===== src/rtl/onn_pkg.sv =====
// Shared types and constants for the oscillatory neuron bank and its run sequencer.
// Latency: n/a (declarations only).
// Backpressure: n/a.
package onn_pkg;

  // Bank geometry: 3x5 neurons, 4 phase bits each.
  localparam int N_NEURON    = 15;
  localparam int PHASE_W     = 4;
  localparam int PHASE_VEC_W = N_NEURON * PHASE_W;

  // Flat phase vector; neuron i occupies bits [PHASE_W*i +: PHASE_W].
  typedef logic [PHASE_VEC_W-1:0] phase_vec_t;

  // Run sequencer states.
  typedef enum logic [1:0] {
    IDLE = 2'd0,
    LOAD = 2'd1,
    RUN  = 2'd2,
    DONE = 2'd3
  } onn_state_e;

  // Host-visible run status, registered as one word.
  typedef struct packed {
    logic busy;
    logic done;
    logic converged;
    logic timeout;
  } run_status_t;

endpackage


===== src/rtl/onn_run_ctrl_if.sv =====
// Bundles the host request/status signals and the neuron-bank control signals.
// Latency: n/a (wiring only).
// Backpressure: none; all strobes are single-cycle and must be taken when issued.
// Ports: master = sequencer side (drives re/re_n/full_tick/drop/state_cheak/state and status),
//        slave  = host + bank side (drives start/abort/ini_phase/state_changed/phi_out).
interface onn_run_ctrl_if
  import onn_pkg::*;
#(
  parameter int CNT_W = 8
) ();

  // Host request side
  logic                start;
  logic                abort;
  phase_vec_t          ini_phase;

  // Bank feedback
  logic [N_NEURON-1:0] state_changed;
  phase_vec_t          phi_out;

  // Bank control
  logic                re;
  logic                re_n;
  logic                full_tick;
  logic                drop;
  logic                state_cheak;
  phase_vec_t          state;

  // Host status
  logic                busy;
  logic                done;
  logic                converged;
  logic                timeout;
  phase_vec_t          result_phase;
  logic [CNT_W-1:0]    period_count;

  modport master (
    input  start, abort, ini_phase, state_changed, phi_out,
    output re, re_n, full_tick, drop, state_cheak, state,
           busy, done, converged, timeout, result_phase, period_count
  );

  modport slave (
    output start, abort, ini_phase, state_changed, phi_out,
    input  re, re_n, full_tick, drop, state_cheak, state,
           busy, done, converged, timeout, result_phase, period_count
  );

endinterface


===== src/rtl/onn_period_timer.sv =====
// Oscillation period timer: tick counter, full_tick strobe, then state_cheak and eval one cycle apart.
// Latency: full_tick on tick==TICKS_PER_PERIOD-1, state_cheak +1 cycle, eval +2 cycles.
// Backpressure: none; dropping en clears the counter and all strobes on the next edge.
// Ports: sclk/rst_n clock and async reset; en = run enable;
//        full_tick/state_cheak = bank strobes; eval = internal evaluation strobe.
module onn_period_timer #(
  parameter int TICKS_PER_PERIOD = 16
) (
  input  logic sclk,
  input  logic rst_n,
  input  logic en,
  output logic full_tick,
  output logic state_cheak,
  output logic eval
);

  localparam int                TICK_W    = $clog2(TICKS_PER_PERIOD);
  localparam logic [TICK_W-1:0] TICK_LAST = TICK_W'(TICKS_PER_PERIOD - 1);
  // full_tick is registered, so it is set while the counter sits one below the last tick.
  localparam logic [TICK_W-1:0] TICK_PRE  = TICK_W'(TICKS_PER_PERIOD - 2);

  logic [TICK_W-1:0] tick_q;

  always_ff @(posedge sclk or negedge rst_n) begin
    if (!rst_n) begin
      tick_q      <= '0;
      full_tick   <= 1'b0;
      state_cheak <= 1'b0;
      eval        <= 1'b0;
    end else if (!en) begin
      tick_q      <= '0;
      full_tick   <= 1'b0;
      state_cheak <= 1'b0;
      eval        <= 1'b0;
    end else begin
      tick_q      <= (tick_q == TICK_LAST) ? '0 : tick_q + 1'b1;
      full_tick   <= (tick_q == TICK_PRE);
      state_cheak <= full_tick;
      eval        <= state_cheak;
    end
  end

endmodule


===== src/rtl/onn_run_ctrl.sv =====
// Run sequencer for the 15-neuron bank: load, periodic tick/check, convergence or timeout, drop.
// Latency: re for LOAD_CYCLES after start; first eval TICKS_PER_PERIOD+2 cycles after RUN entry.
// Backpressure: none; start ignored while busy, abort honoured in LOAD/RUN only.
// Ports: sclk, rst_n (async active-low); bus = onn_run_ctrl_if.master carrying host
//        request/status and bank control/feedback signals.
module onn_run_ctrl
  import onn_pkg::*;
#(
  parameter int TICKS_PER_PERIOD = 16,
  parameter int LOAD_CYCLES      = 2,
  parameter int STABLE_PERIODS   = 3,
  parameter int MAX_PERIODS      = 255,
  parameter int CNT_W            = 8
) (
  input  logic           sclk,
  input  logic           rst_n,
  onn_run_ctrl_if.master bus
);

  localparam int               LD_W       = (LOAD_CYCLES > 1) ? $clog2(LOAD_CYCLES) : 1;
  localparam logic [LD_W-1:0]  LD_LAST    = LD_W'(LOAD_CYCLES - 1);
  localparam logic [CNT_W-1:0] STABLE_TGT = CNT_W'(STABLE_PERIODS);
  localparam logic [CNT_W-1:0] MAX_TGT    = CNT_W'(MAX_PERIODS);
  localparam logic [CNT_W-1:0] CNT_MAX    = {CNT_W{1'b1}};

  onn_state_e       fsm_q, fsm_d;
  logic [LD_W-1:0]  ld_cnt_q, ld_cnt_d;
  logic [CNT_W-1:0] pcnt_q, pcnt_d, pcnt_inc;
  logic [CNT_W-1:0] stab_q, stab_d, stab_inc;
  phase_vec_t       state_q, state_d;
  phase_vec_t       result_q, result_d;
  logic             re_q, re_d;
  logic             drop_q, drop_d;
  run_status_t      stat_q, stat_d;

  logic             timer_en;
  logic             full_tick;
  logic             state_cheak;
  logic             eval;

  // Timer runs only while staying in RUN, so leaving RUN (abort or decision)
  // clears it in the same edge and no stray strobe appears in IDLE/DONE.
  assign timer_en = (fsm_q == RUN) && (fsm_d == RUN);

  onn_period_timer #(
    .TICKS_PER_PERIOD (TICKS_PER_PERIOD)
  ) u_timer (
    .sclk        (sclk),
    .rst_n       (rst_n),
    .en          (timer_en),
    .full_tick   (full_tick),
    .state_cheak (state_cheak),
    .eval        (eval)
  );

  // Next state and next register values.
  always_comb begin
    fsm_d    = fsm_q;
    ld_cnt_d = ld_cnt_q;
    pcnt_d   = pcnt_q;
    stab_d   = stab_q;
    state_d  = state_q;
    result_d = result_q;
    re_d     = 1'b0;
    drop_d   = 1'b0;
    stat_d   = stat_q;

    // Saturating increments; a single changed neuron resets the quiet streak.
    pcnt_inc = (pcnt_q == CNT_MAX) ? pcnt_q : pcnt_q + 1'b1;
    if (bus.state_changed != '0) begin
      stab_inc = '0;
    end else begin
      stab_inc = (stab_q == CNT_MAX) ? stab_q : stab_q + 1'b1;
    end

    case (fsm_q)
      IDLE, DONE: begin
        // abort is meaningless here, so start always wins.
        if (bus.start) begin
          state_d          = bus.ini_phase;
          pcnt_d           = '0;
          stab_d           = '0;
          ld_cnt_d         = '0;
          stat_d.converged = 1'b0;
          stat_d.timeout   = 1'b0;
          re_d             = 1'b1;
          fsm_d            = LOAD;
        end
      end
      LOAD: begin
        if (bus.abort) begin
          drop_d = 1'b1;
          fsm_d  = IDLE;
        end else if (ld_cnt_q == LD_LAST) begin
          fsm_d = RUN;
        end else begin
          ld_cnt_d = ld_cnt_q + 1'b1;
          re_d     = 1'b1;
        end
      end
      RUN: begin
        if (bus.abort) begin
          drop_d = 1'b1;
          fsm_d  = IDLE;
        end else if (eval) begin
          pcnt_d = pcnt_inc;
          stab_d = stab_inc;
          // Convergence is tested first so it wins over a coincident limit hit.
          if (stab_inc >= STABLE_TGT) begin
            stat_d.converged = 1'b1;
            result_d         = bus.phi_out;
            drop_d           = 1'b1;
            fsm_d            = DONE;
          end else if (pcnt_inc >= MAX_TGT) begin
            stat_d.timeout = 1'b1;
            result_d       = bus.phi_out;
            drop_d         = 1'b1;
            fsm_d          = DONE;
          end
        end
      end
      default: fsm_d = IDLE;
    endcase

    stat_d.busy = (fsm_d == LOAD) || (fsm_d == RUN);
    stat_d.done = (fsm_d == DONE);
  end

  always_ff @(posedge sclk or negedge rst_n) begin
    if (!rst_n) begin
      fsm_q    <= IDLE;
      ld_cnt_q <= '0;
      pcnt_q   <= '0;
      stab_q   <= '0;
      state_q  <= '0;
      result_q <= '0;
      re_q     <= 1'b0;
      drop_q   <= 1'b0;
      stat_q   <= '0;
    end else begin
      fsm_q    <= fsm_d;
      ld_cnt_q <= ld_cnt_d;
      pcnt_q   <= pcnt_d;
      stab_q   <= stab_d;
      state_q  <= state_d;
      result_q <= result_d;
      re_q     <= re_d;
      drop_q   <= drop_d;
      stat_q   <= stat_d;
    end
  end

  // re_n comes off the same flop as re, so it reads 1 throughout reset.
  assign bus.re           = re_q;
  assign bus.re_n         = ~re_q;
  assign bus.full_tick    = full_tick;
  assign bus.state_cheak  = state_cheak;
  assign bus.drop         = drop_q;
  assign bus.state        = state_q;
  assign bus.busy         = stat_q.busy;
  assign bus.done         = stat_q.done;
  assign bus.converged    = stat_q.converged;
  assign bus.timeout      = stat_q.timeout;
  assign bus.result_phase = result_q;
  assign bus.period_count = pcnt_q;

endmodule


===== src/flat_wrapper.sv =====
// flat-port wrapper written by rule: the top's interface ports become plain ports
module onn_run_ctrl_flat import onn_pkg::*;
#(
  parameter int TICKS_PER_PERIOD = 16,
  parameter int LOAD_CYCLES      = 2,
  parameter int STABLE_PERIODS   = 3,
  parameter int MAX_PERIODS      = 255,
  parameter int CNT_W            = 8
)
  (sclk, rst_n, bus_start, bus_abort, bus_ini_phase, bus_state_changed, bus_phi_out, bus_re, bus_re_n, bus_full_tick, bus_drop, bus_state_cheak, bus_state, bus_busy, bus_done, bus_converged, bus_timeout, bus_result_phase, bus_period_count);
  onn_run_ctrl_if #(.CNT_W(CNT_W)) bus_i ();
  input  logic sclk;
  input  logic rst_n;
  input wire logic [$bits(bus_i.start)-1:0] bus_start;
  input wire logic [$bits(bus_i.abort)-1:0] bus_abort;
  input wire logic [$bits(bus_i.ini_phase)-1:0] bus_ini_phase;
  input wire logic [$bits(bus_i.state_changed)-1:0] bus_state_changed;
  input wire logic [$bits(bus_i.phi_out)-1:0] bus_phi_out;
  output wire logic [$bits(bus_i.re)-1:0] bus_re;
  output wire logic [$bits(bus_i.re_n)-1:0] bus_re_n;
  output wire logic [$bits(bus_i.full_tick)-1:0] bus_full_tick;
  output wire logic [$bits(bus_i.drop)-1:0] bus_drop;
  output wire logic [$bits(bus_i.state_cheak)-1:0] bus_state_cheak;
  output wire logic [$bits(bus_i.state)-1:0] bus_state;
  output wire logic [$bits(bus_i.busy)-1:0] bus_busy;
  output wire logic [$bits(bus_i.done)-1:0] bus_done;
  output wire logic [$bits(bus_i.converged)-1:0] bus_converged;
  output wire logic [$bits(bus_i.timeout)-1:0] bus_timeout;
  output wire logic [$bits(bus_i.result_phase)-1:0] bus_result_phase;
  output wire logic [$bits(bus_i.period_count)-1:0] bus_period_count;
  assign bus_i.start = bus_start;
  assign bus_i.abort = bus_abort;
  assign bus_i.ini_phase = bus_ini_phase;
  assign bus_i.state_changed = bus_state_changed;
  assign bus_i.phi_out = bus_phi_out;
  assign bus_re = bus_i.re;
  assign bus_re_n = bus_i.re_n;
  assign bus_full_tick = bus_i.full_tick;
  assign bus_drop = bus_i.drop;
  assign bus_state_cheak = bus_i.state_cheak;
  assign bus_state = bus_i.state;
  assign bus_busy = bus_i.busy;
  assign bus_done = bus_i.done;
  assign bus_converged = bus_i.converged;
  assign bus_timeout = bus_i.timeout;
  assign bus_result_phase = bus_i.result_phase;
  assign bus_period_count = bus_i.period_count;
  onn_run_ctrl #(.TICKS_PER_PERIOD(TICKS_PER_PERIOD), .LOAD_CYCLES(LOAD_CYCLES), .STABLE_PERIODS(STABLE_PERIODS), .MAX_PERIODS(MAX_PERIODS), .CNT_W(CNT_W)) u_core (.sclk(sclk), .rst_n(rst_n), .bus(bus_i));
endmodule

===== config.mk =====
export PLATFORM = sky130hd
export DESIGN_NAME = onn_run_ctrl_flat
export DESIGN_NICKNAME = d
export VERILOG_FILES = /design/src/rtl/onn_pkg.sv /design/src/rtl/onn_run_ctrl_if.sv /design/src/rtl/onn_period_timer.sv /design/src/rtl/onn_run_ctrl.sv /design/src/flat_wrapper.sv
export SDC_FILE = /design/constraint.sdc
export NUM_CORES = 1
export LEC_CHECK = 0
export BUFFER_PORTS_ARGS = -buffer_cell sky130_fd_sc_hd__buf_2
export CORE_MARGIN = 5
export CORE_UTILIZATION = 45
export DETAILED_ROUTE_END_ITERATION = 10
export PLACE_DENSITY = 0.74
export SLEW_MARGIN = 20
export SYNTH_ARGS = -nofsm -noshare
export SYNTH_HDL_FRONTEND = slang
export SYNTH_SLANG_ARGS = --single-unit

===== constraint.sdc =====
create_clock -name sclk -period 4.3 [get_ports sclk]
set_input_delay 0.215 -clock sclk [delete_from_list [all_inputs] [get_ports sclk]]
set_output_delay 0.215 -clock sclk [all_outputs]
set_load 0.1 [all_outputs]

==> metrics.md, run 1 <==
| Metric | Value |
|---|---|
| Post-synth EDFFs | `0` |
| RR Startpoint | `u_core.stab_q[0]` |
| Worst hold start | `bus_phi_out[17]` |
| Total Routing Usage GR | `18.9%` |
| CORE AREA | `14,500 µm²` |
| Max clock buf depth | `2` |
| CP Cell Sequence | `ha_1 > and4_1 > o21ai_2 > o31a_1 > o31a_1 > o21ai_4 > buf_12 > mux2_4` |
| Period minus WS final | `3.13 ns` |
| Sequential area share after synthesis | `57.6%` |
| Register-to-Register Path Depth | `8` |
| Measured slew at the worst slew-check pin | `0.927 ns` |
| Remaining antenna violation count | `0` |
| Routed WL per cell | `17.4 µm` |
| Max VDD drop | `0.756 mV` |
| PortBufs | `275` |
| WHS Path Cells | `2` |
| GRT overflow | `0` |
| Die extent in x | `131 µm` |
| Fill count | `1,119` |
| Hold WC Path Type | `input pin to flop` |
| Post-Syn Instances | `468` |
| Final setup violating endpoints | `0` |
| H-tree depth | `4` |
| WP buf/inv | `1` |
| CTS tree | `yes` |
| Hold path endpoint | `u_core.bus.result_phase[17]` |
| Post-route setup TNS | `0 ns` |
| Worst EP required | `4.60 ns` |
| YS warnings | `0` |
| Global-route wire length before repair | `26,700 µm` |
| Worst Setup End Kind | `flop` |
| Num CTS Buffers | `17` |
| Clock root cell | `clkbuf_16` |
| Fmax | `320 MHz` |
| Nets | `896` |
| Vias in the first global route | `5,133` |
| CP max stage delay | `0.70 ns` |
| Overall Power | `7.04 mW` |
| Most frequent CP cell | `o31a_1` |
| Via count | `4,805` |
| FF-to-FF End | `u_core.bus.result_phase[47]` |
| Synth Cell Area | `6600 µm²` |
| Largest net degree at the start of global routing | `81` |
| Total Die Area | `17,200 µm²` |
| Synth area leaders | `dfrtp_1, mux2_4, mux2_2, a21oi_1, buf_12` |
| Initial Util | `45.6%` |
| Post-synth ARST share | `100%` |
| Register bit total from synthesis | `152` |
| Post-synthesis cell type count | `44` |
| CTS resizes | `0` |
| Gpl congestion | `0.834` |
| Avg Vias per Cell | `5.08` |
| CP max-delay cell | `o21ai_4` |
| Outcome | `complete, no violations` |
| Drt pass-1 iters | `4` |
| Count leader, synth | `dfrtp_1` |
| Die Y | `131 µm` |
| Post-Route Utilization | `60.2%` |
| WL final | `16,400 µm` |
| Post-Syn Nets | `615` |
| Row cnt | `44` |
| Worst reg2reg setup slack | `1.17 ns` |
| Crit path depth | `8` |
| Synth top area share | `57.6%` |
| Prevailing post-synth register cell | `dfrtp_1` |
| Num ports | `276` |
| Dpl cell area | `8110 µm²` |
| Unrepaired setup endpoints after global routing | `no` |
| Static Leak | `4.69 nW` |
| Initial DRC Count | `208` |
| Fraction of layout cells with a size suffix above 1 | `58.1%` |
| DRC viols | `0` |
| Clock skew | `0.00663 ns` |
| Worst slew margin | `38.0%` |
| Area Growth Syn to Fin | `32.1%` |
| Final worst-path cycle share | `72.8%` |
| Synth top cells by count | `dfrtp_1, mux2_2, mux2_4, a21oi_1, nor2_1` |
| Endpoints failing hold | `0` |
| Worst EP arrival | `3.42 ns` |
| Final Max Tran Viols | `0` |
| Max cap viols | `0` |
| Fin area | `8720 µm²` |
| Crit path max-delay family | `compound AO/OA/AOI/OAI gates` |
| Antenna Cells | `0` |
| Critical-path maximum fanout | `26` |
| Leading area contributor after synthesis | `dfrtp_1` |
| Setup Crit Path Kind | `flop to flop` |
| PwrDens | `807 nW/µm²` |
| Clock Pin Slew Worst Setup and Hold Paths | `0.06 ns` |
| Clk_lat worst skew | `0.42 ns` |
| Clk sink count | `152` |
| CP startpoint kind | `flop` |
| Post-Syn Area per Cell | `14.1 µm²` |
| HPWL after DPL | `12,300 µm` |
| Initial antenna violation count | `0` |
-- cell families (layout without fill, tap and decap cells) --
family / after synthesis / in the layout / share of synthesized area, %
flops: 152 / 152 / 57.6
mux: 121 / 121 / 24.1
simple gates: 79 / 79 / 5.88
compound gates: 65 / 65 / 6.46
buf+inv: 38 / 332 / 3.79
fa+ha+maj: 8 / 8 / 1.52
xor+xnor: 5 / 5 / 0.663
-- cell type report --
cell class                 count  area [µm²]  area share, %
tap                          184         230           2.64
multi-input combinational    278        2550           29.2
timing repair buffer         286        1480           17.0
clock inverter                12         139           1.59
clock buffer                  20         467           5.35
sequential                   152        3800           43.6
inverter                      14        52.6          0.603
-- worst reg2reg max path, cell delays in order, from the launching register on --
cell	delay [ns]
dfrtp_1	0.45
ha_1	0.29
and4_1	0.35
o21ai_2	0.09
o31a_1	0.11
o31a_1	0.37
o21ai_4	0.70
buf_12	0.32
mux2_4	0.34
-- what timing repair did --
action / in CTS / in global routing
endpoints found under the hold margin: 78 / 0
hold buffers: 1 / 0
setup buffers: 0 / 0
-- per-layer routing --
layer	wire length (µm)	track usage, %	part of all wire (%)
met1	6900	23.6	42
met2	7860	30.8	48
met3	1280	6.08	7.8
met4	388	6.99	2.4
met5	0	0	0
-- cells in the final DEF (no fill, tap or decap), types with 2 or more instances in the layout --
cell type    n
clkbuf_8     3
a21oi_1     30
o31a_1       2
inv_1       14
nor4_1       3
and3_1       4
inv_6        5
o31ai_1      3
clkbuf_16   17
a41oi_1      2
a31oi_1      3
nand4_1      4
mux2_2      61
nor2_1      22
clkinv_2     2
ha_1         8
bufinv_16    2
nand3b_1     2
o211ai_1     3
nand3_1     13
mux2_4      60
o21a_1       2
nor3_1       2
clkinv_4     2
xnor2_1      5
o21ai_0     10
buf_2      274
buf_4        9
nand2_1     19
and4_1       3
dfrtp_1    152
-- how the worst max path moves through the flow --
stage	start	to
after floorplan	u_core.bus.period_count[0]	u_core.u_timer.tick_q[0]
after global placement	u_core.stab_q[0]	u_core.bus.result_phase[39]
after detailed placement	u_core.stab_q[0]	u_core.bus.result_phase[47]
after CTS	u_core.stab_q[0]	u_core.bus.result_phase[45]
after global routing	u_core.bus.period_count[0]	u_core.u_timer.tick_q[0]
final	u_core.stab_q[0]	u_core.bus.result_phase[47]
-- through the flow --
stage | setup WS [ns] | hold slack, ns | instances
finish | 1.17 | 0.0235 | 946
global route | 0.859 | 0.00201 | 946
CTS | 1.17 | 0.00224 | 946
detailed placement | 1.21 | 0.306 | 913
global placement | 1.34 | 0.287 | 913
floorplan | 1.03 | -0.0806 | 468
-- power breakdown --
group	internal (mW)	switching (mW)
Sequential	1.76	0.163
Combinational	0.664	2.94
Clock	0.910	0.603
Total	3.33	3.71
-- registers in the layout, summed over array words and instances, names as in the netlist, 2 cells and up --
| name | count |
|---|---|
| u_core.bus.state | 60 |
| u_core.u_timer.tick_q | 4 |
| u_core.fsm_q | 2 |
| u_core.stab_q | 8 |
| u_core.bus.result_phase | 60 |
| u_core.bus.period_count | 8 |
Power figures use the tool's default switching activity.
==> run 2, diff against run 1 <==
Clock period 4.3 ns to 3.15 ns, I/O delays scaled along.
==> run 2 against run 1 <==
  * Worst hold slack improved by 0.074 ns
  * Die area unchanged
  * Global-route usage increased by 3.8 points
  * Largest cell class unchanged
==> metrics.md, run 2 (same netlist as run 1, synthesis figures left out) <==
| Metric | Value |
|---|---|
| PwrDens | `987 nW/µm² (+22%)` |
| Most frequent CP cell | `ha_1` |
| Clk_lat worst skew | `0.41 ns (about the same)` |
| Final setup violating endpoints | `0 (unchanged)` |
| Critical-path maximum fanout | `8 (-69%)` |
| Total Routing Usage GR | `22.7% (+3.8 points)` |
| Global-route wire length before repair | `31,900 µm (+20%)` |
| CORE AREA | `14,500 µm² (unchanged)` |
| Setup repair bufs after CTS | `0 (unchanged)` |
| Hold WC Path Type | `input pin to flop` |
| Cells after DPL | `909 (-0.44%)` |
| Grt met1 use | `26.4% (+2.8 points)` |
| Routed WL per cell | `18.4 µm (+5.9%)` |
| Dpl cell area | `8100 µm² (about the same)` |
| Worst EP required | `3.46 ns (-1.14 ns)` |
| Cell Count, Final, Fillers Out | `1,062 (+12%)` |
| Largest net degree at the start of global routing | `88 (+8.6%)` |
| Die extent in x | `131 µm (unchanged)` |
| CTS tree | `yes` |
| Worst reg2reg setup slack | `0.32 ns (-0.86 ns)` |
| Nets | `1,012 (+13%)` |
| CP max stage delay | `0.43 ns (-0.27 ns)` |
| Antenna Cells | `0 (unchanged)` |
| Post-route setup TNS | `0 ns (unchanged)` |
| Num ports | `276 (unchanged)` |
| Clock Pin Slew Worst Setup and Hold Paths | `0.06 ns (about the same)` |
| Setup Crit Path Kind | `flop to flop` |
| Max VDD drop | `1.18 mV (+56%)` |
| CP Cell Sequence | `ha_1 > and3_1 > a32oi_1 > o21a_1 > a2111oi_4 > o21bai_1 > a21oi_1 > ha_1 > nand2_1 > a311oi_1` |
| Die Y | `131 µm (unchanged)` |
| Measured slew at the worst slew-check pin | `0.604 ns (-0.322 ns)` |
| WP buf/inv | `0 (-1)` |
| Fraction of layout cells with a size suffix above 1 | `49.5% (-8.6 points)` |
| Fin area | `9900 µm² (+13%)` |
| Remaining antenna violation count | `0 (unchanged)` |
| DRC viols | `0 (unchanged)` |
| Crit path max-delay family | `compound AO/OA/AOI/OAI gates` |
| Final worst-path cycle share | `90.0% (+17 points)` |
| Global-route met3 utilization | `7.03% (+0.96 points)` |
| Clock skew | `0.00881 ns (+0.00218 ns)` |
| Via count | `5,349 (+11%)` |
| Avg Vias per Cell | `5.04 (-0.84%)` |
| Most frequent cells in the layout | `buf_2, dfrtp_1, dlygate4sd3_1` |
| CP startpoint kind | `flop` |
| Initial DRC Count | `304 (+46%)` |
| CTS Hold Bufs | `121 (+120)` |
| Clock root cell | `clkbuf_16` |
| CTS resizes | `0 (unchanged)` |
| Vias in the first global route | `5,934 (+16%)` |
| Area Growth Syn to Fin | `50.0%` |
| Worst slew margin | `59.7% (+22 points)` |
| H-tree depth | `4 (unchanged)` |
| Area of the multi-input gates | `2550 µm² (unchanged)` |
| Fmax | `353 MHz (+10%)` |
| Row cnt | `44 (unchanged)` |
| Static Leak | `5.17 nW (+10%)` |
| Clk sink count | `152 (unchanged)` |
| Global routing usage on met2 | `39.2% (+8.4 points)` |
| Max clock buf depth | `2 (unchanged)` |
| Num CTS Buffers | `17 (unchanged)` |
| Fill count | `959 (-14%)` |
| Total Die Area | `17,200 µm² (unchanged)` |
| WL final | `19,500 µm (+19%)` |
| GRT busiest layer | `met2` |
| CP max-delay cell | `dfrtp_2` |
| Unrepaired setup endpoints after global routing | `no` |
| Outcome | `complete, no violations` |
| Register area | `3810 µm² (about the same)` |
| Max cap viols | `0 (unchanged)` |
| Gpl congestion | `0.853 (+2.2%)` |
| Initial antenna violation count | `0 (unchanged)` |
| Endpoints failing hold | `0 (unchanged)` |
| GRT overflow | `0 (unchanged)` |
| Worst EP arrival | `3.14 ns (-0.28 ns)` |
| Worst Setup End Kind | `flop` |
| Final Max Tran Viols | `0 (unchanged)` |
| PortBufs | `275 (unchanged)` |
| Initial Util | `45.6% (unchanged)` |
| Commonest non-fill, non-tap cell in the layout | `buf_2` |
| Drt pass-1 iters | `5 (+1)` |
| HPWL after DPL | `12,300 µm (about the same)` |
| Period minus WS final | `2.83 ns (-0.295 ns)` |
[run 2: cell types whose count changed in the layout (fill, tap and decap cells not counted), moves of 5 or more]
| cell | change |
|---|---|
| buf_4 | -6 |
| inv_6 | -5 |
| dlygate4sd3_1 | +120 |
| clkbuf_1 | +6 |
[run 2: worst paths after layout]
path                                       startpoint                    endpoint  depth (start not counted)
max                        u_core.bus.period_count[0]    u_core.u_timer.tick_q[0]                         10
min                                         bus_abort             u_core.ld_cnt_q                          3
max reg2reg                u_core.bus.period_count[0]    u_core.u_timer.tick_q[0]                         10
min reg2reg                      u_core.bus.converged        u_core.bus.converged                          2
max in group asynchronous                       rst_n        u_core.bus.state[10]                          3
min in group asynchronous                       rst_n  u_core.bus.period_count[7]                          2
[run 2: worst min-delay path, stage by stage]
cell	delay (ns)
buf_2	0.13
nand2b_1	0.11
a21oi_1	0.06
[run 2: area by class of cell]
class | instances | area share, %
Inverter | 14 | 0.531
Clock buffer | 24 | 4.66
Sequential cell | 152 | 38.5
Timing Repair Buffer | 402 | 27.0
Clock inverter | 8 | 1.23
Tap cell | 184 | 2.33
Multi-Input combinational cell | 278 | 25.8
[run 2: where the power goes]
group          internal, mW  leakage [nW]  switching (mW)  total, mW
combinational          1.04          2.91            4.06       5.10
sequential             2.41          1.98           0.246       2.65
clock                  1.27         0.282           0.749       2.01
total                  4.71          5.17            5.06       9.77
[run 2: metrics by stage]
| step | power [mW] | setup WS, ns | hold WS [ns] | utilization [%] |
|---|---|---|---|---|
| 3_5_place_dp | 7.64 | 0.335 | 0.170 | 56.0 |
| 4_1_cts | 9.79 | 0.307 | 0.0587 | 68.4 |
| 5_1_grt | 10.1 | 0.0171 | 0.0844 | 68.4 |
| 2_1_floorplan | 6.71 | 0.0924 | -0.138 | - |
| 6_report | 9.77 | 0.315 | 0.0979 | 68.4 |
| 3_3_place_gp | 7.55 | 0.493 | 0.166 | 56.0 |
[run 2: routing by layer]
metal,vias to the layer above,wire (µm)
met5,-,0
met4,0,512
met3,39,1470
met2,222,9930
met1,2631,7620
li1,2457,-
